File: src/rtl/reg_file_mp.sv
// reg_file_mp: multi-port register file with two write ports, write-through bypass
// and a per-register busy scoreboard for outstanding load destinations.
`default_nettype none

module reg_file_mp #(
  parameter int DATA_W  = 32,
  parameter int ADDR_W  = 5,
  parameter int NUM_RD  = 2,
  parameter int SP_IDX  = 29,
  parameter int SP_INIT = 128
) (
  input  logic                     clk_i,
  input  logic                     rst_i,
  input  logic [NUM_RD*ADDR_W-1:0] raddr_i,
  output logic [NUM_RD*DATA_W-1:0] rdata_o,
  output logic [NUM_RD-1:0]        rbusy_o,
  input  logic                     we0_i,
  input  logic [ADDR_W-1:0]        waddr0_i,
  input  logic [DATA_W-1:0]        wdata0_i,
  input  logic                     we1_i,
  input  logic [ADDR_W-1:0]        waddr1_i,
  input  logic [DATA_W-1:0]        wdata1_i,
  input  logic                     rsv_i,
  input  logic [ADDR_W-1:0]        rsv_addr_i,
  output logic [(2**ADDR_W)-1:0]   busy_o
);

  localparam int DEPTH = 2**ADDR_W;

  logic [DATA_W-1:0] regs [DEPTH];
  logic [DEPTH-1:0]  busy;
  logic [DEPTH-1:0]  busy_nxt;

  // Effective enables: reset suppresses both the state update and the bypass.
  logic wr0_en, wr1_en, rsv_en;
  assign wr0_en = we0_i & ~rst_i & (waddr0_i != '0);
  assign wr1_en = we1_i & ~rst_i & (waddr1_i != '0);
  assign rsv_en = rsv_i & ~rst_i & (rsv_addr_i != '0);

  always_ff @(posedge clk_i or posedge rst_i) begin
    if (rst_i) begin
      for (int i = 0; i < DEPTH; i++) begin
        regs[i] <= (i == SP_IDX) ? DATA_W'(SP_INIT) : '0;
      end
    end else begin
      if (wr0_en) regs[waddr0_i] <= wdata0_i;
      if (wr1_en) regs[waddr1_i] <= wdata1_i;
    end
  end

  // Set beats clear: a new reservation belongs to a newer producer than the write.
  always_comb begin
    busy_nxt = '0;
    for (int i = 1; i < DEPTH; i++) begin
      if (rsv_en && rsv_addr_i == ADDR_W'(i)) begin
        busy_nxt[i] = 1'b1;
      end else if ((wr0_en && waddr0_i == ADDR_W'(i)) ||
                   (wr1_en && waddr1_i == ADDR_W'(i))) begin
        busy_nxt[i] = 1'b0;
      end else begin
        busy_nxt[i] = busy[i];
      end
    end
  end

  always_ff @(posedge clk_i or posedge rst_i) begin
    if (rst_i) begin
      busy <= '0;
    end else begin
      busy <= busy_nxt;
    end
  end

  assign busy_o = busy;

  generate
    for (genvar k = 0; k < NUM_RD; k++) begin : g_rd
      logic [ADDR_W-1:0] addr;
      logic              hit0;
      logic              hit1;

      assign addr = raddr_i[k*ADDR_W +: ADDR_W];
      assign hit0 = wr0_en && (waddr0_i == addr);
      assign hit1 = wr1_en && (waddr1_i == addr);

      assign rdata_o[k*DATA_W +: DATA_W] = (addr == '0) ? '0       :
                                           hit1         ? wdata1_i :
                                           hit0         ? wdata0_i :
                                                          regs[addr];
      assign rbusy_o[k] = busy[addr] & ~(hit0 | hit1);
    end
  endgenerate

endmodule

`default_nettype wire

File: config.mk
export PLATFORM = sky130hd
export DESIGN_NAME = reg_file_mp
export DESIGN_NICKNAME = d
export VERILOG_FILES = /design/src/rtl/reg_file_mp.sv
export SDC_FILE = /design/constraint.sdc
export NUM_CORES = 2
export LEC_CHECK = 0
export ABC_AREA = 0
export BUFFER_PORTS_ARGS = -buffer_cell sky130_fd_sc_hd__buf_2
export CAP_MARGIN = 5
export CORE_MARGIN = 5
export CORE_UTILIZATION = 40
export CTS_CLUSTER_SIZE = 20
export DETAILED_ROUTE_END_ITERATION = 16
export PLACE_DENSITY = 0.52
export SYNTH_ARGS = -nofsm -noshare
export SYNTH_HDL_FRONTEND = slang
export SYNTH_SLANG_ARGS = --single-unit
File: constraint.sdc
create_clock -name clk_i -period 69 [get_ports clk_i]
set_clock_uncertainty 0.05 [all_clocks]
set_input_delay 3.45 -clock clk_i [delete_from_list [all_inputs] [get_ports clk_i]]
set_output_delay 3.45 -clock clk_i [all_outputs]
set_load 0.1 [all_outputs]
==> impl_results.md <==
* Status: finished, final reports clean
* Compound-Gate Fraction of Synth Area at 12.4%
* Final hold viol count at 0
* Fraction of the yosys area taken by sequential cells at 39.4%
* Max-slew violations at 0
* Final critical-path share of the clock period at 17.2%
* CP Max Fanout at 48
* Worst-margin pin slew at 1350 ps
* Drc violations at 0
* Chip width at 419 µm
* Via Count at 56013
* Top cells by area, synth: dfrtp_1 39%, mux2i_1 17%, mux4_2 14%, a21oi_1 4.1%, nor2_1 4.1%
* TNS Setup at 0 ps
* Net Count, Synth at 6699
* Crit path required time at 65500 ps
* H-tree lvl count at 4
* Synth Area in Adders at 0%
* Post-synth top area cell: dfrtp_1
* Max Freq at 0.0844 GHz
* RD Place Congestion at 0.876
* Element type at the critical path end: output port
* Synth Register Bits at 1055
* CTS tree: yes
* Antenna Nets Post-Route at 0
* Number of fillers in the final layout at 15715
* # port buffers at 190
* Skew-Pair Late Insertion Delay at 780 ps
* Initial DRC Count at 7861
* CP arrival at 8340 ps
* Async S/R FF share, synth at 100%
* Worst-case reg-to-reg path depth at 2
* Routed WL at 306000 µm
* RSZ-0062 raised after global routing: no
* Largest family of logic cells by synthesized area: multiplexers
* Total GRT Usage at 34.3%
* Synth top cells by count: 1144 x mux2i_1, 1054 x dfrtp_1, 730 x nor2_1
* Final nets at 6330
* Mapped Cells at 6605
* CTS buffer count at 131
* Worst rel slew slack at 9.18%
* Post-Synth XOR/XNOR Area at 0.261%
* Leakage power at 31.2 nW
* Pwr Density at 29.4 nW/µm²
* Hold depth at 0
* Synth Area in Simple Gates at 9.44%
* DR WL/cell at 35.8 µm
* Final min period at 11840 ps
* Tot Pwr at 0.00215 W
* Core ar. at 167000 µm²
* Worst hold path type: flop to flop
* # hold bufs at CTS at 0
* Share of cells above drive strength 1 at 18.1%
* Num ports at 192
* Max VDD drop at 0.0000285 V
* Post-synthesis cell type count at 72
* Most frequent cell after synthesis: mux2i_1
* Synth top area share at 39.3%
* Clock-pin slew on the worst setup and hold paths at 60 ps
* FP Rows at 150
* Vias in the first global route at 53471
* Warnings from Yosys at 0
* Critical Path Source Type: input pin
* Post_cts resized at 0
* Maxcap violations at 0
* First-pass GRT wire length at 431000 µm
* Clk buf depth at 3
* Mux cell area share after synthesis at 32.4%
* Setup Buffers After CTS at 0
* Hpwl dp at 168000 µm
* Synthesis-to-layout area growth at 9.03%
* Critical path class: input pin to output port
* Initial antenna violation count at 30
* Sinks on Clock Net at 1055
* Die H at 419 µm
* # setup viols final at 0
* Global route overflow at 0
* Vias/cell at 6.55
* EDFF count, synth at 0
* Pre-Repair DR Iteration Count at 6
* Prevailing post-synth register cell: dfrtp_1
* Starting Density at 40.2%
* Syn avg cell area at 10.1 µm²
* Root Buffer: clkbuf_16
* Synthesized area at 67000 µm²
* Pin count of the biggest net entering global routing at 163
* Die Footprint at 176000 µm²
[cell usage in the layout, fill, tap and decap left out, types with 32 or more instances in the layout]
cell,instances
nor4_1,63
o22ai_1,124
o21ai_1,48
nor2_1,723
inv_1,58
mux4_2,419
mux2i_1,1144
a221oi_1,72
buf_2,184
a31oi_1,65
nor3_1,40
mux2_2,75
a21oi_1,548
dfrtp_1,1054
buf_4,170
nand2_1,512
o21ai_0,464
clkbuf_16,139
clkbuf_1,32
[path summary, 6_finish.rpt]
| check | start | endpoint | slack [ps] |
|---|---|---|---|
| worst max register to register | regs[71]$_DFF_PP1_ | regs[71]$_DFF_PP1_ | 68090 |
| worst max-delay path | raddr_i[5] | rdata_o[36] | 57160 |
| max in group asynchronous | rst_i | regs[867]$_DFF_PP0_ | 62730 |
| min in group asynchronous | rst_i | busy_o[7]$_DFFE_PP0P_ | 2880 |
| worst min-delay path | regs[1016]$_DFF_PP0_ | regs[1016]$_DFF_PP0_ | 350 |
| worst min register to register | regs[1016]$_DFF_PP0_ | regs[1016]$_DFF_PP0_ | 350 |
[cells by family (layout without fill, tap and decap cells)]
family	after synthesis	count (layout)
compound gates	1455	1455
xor+xnor	20	20
buf+inv	926	653
flops	1055	1055
mux	1638	1638
other cells	1	17
simple gates	1510	1510
[registers in the layout, summed over array words and instances, names as in the netlist]
register / flops
busy_o: 31
regs: 1024
[cell type report]
type                       count  area (µm²)  share of cell area [%]
antenna                       16        40.0                  0.0548
clock buffer                 197        3960                    5.41
clock inverter                32         354                   0.484
inverter                      62         240                   0.329
multi-input combinational   4624       37000                    50.6
sequential                  1055       26400                    36.1
tap                         2204        2760                    3.77
timing repair buffer         362        2330                    3.19
[worst max-delay path, cell delays in order]
cell and delay, ps:
buf_8 350, buf_4 610, buf_4 720, buf_4 710, buf_4 550, mux4_2 580
a2111o_1 410, o2111ai_1 180, o21ai_0 230, buf_2 380
[per-layer routing]
metal	wire length, µm	vias to the layer above	track usage [%]
li1	-	23315	-
met1	120000	28156	45.3
met2	134000	3603	51.2
met3	32000	927	9.02
met4	20100	12	19.6
met5	62	-	0
[per-stage QoR]
stage,instance area (µm²),instances,worst slack [ps],util [%],hold WS (ps)
detailed placement,68700,8307,57110,41.2,334
finish,73100,8552,57160,43.8,346
CTS,73000,8536,57100,43.8,348
global route,73100,8546,56880,43.8,361
floorplan,67000,6605,35770,-,391
global placement,68700,8307,57160,41.2,329
[power by group]
part	total [W]	internal (W)	switching, W
sequential	0.000886	0.000764	0.000123
combinational	0.000550	0.000242	0.000308
clock	0.000714	0.000421	0.000293
total	0.00215	0.00143	0.000723
(Power assumes the default switching activity.)
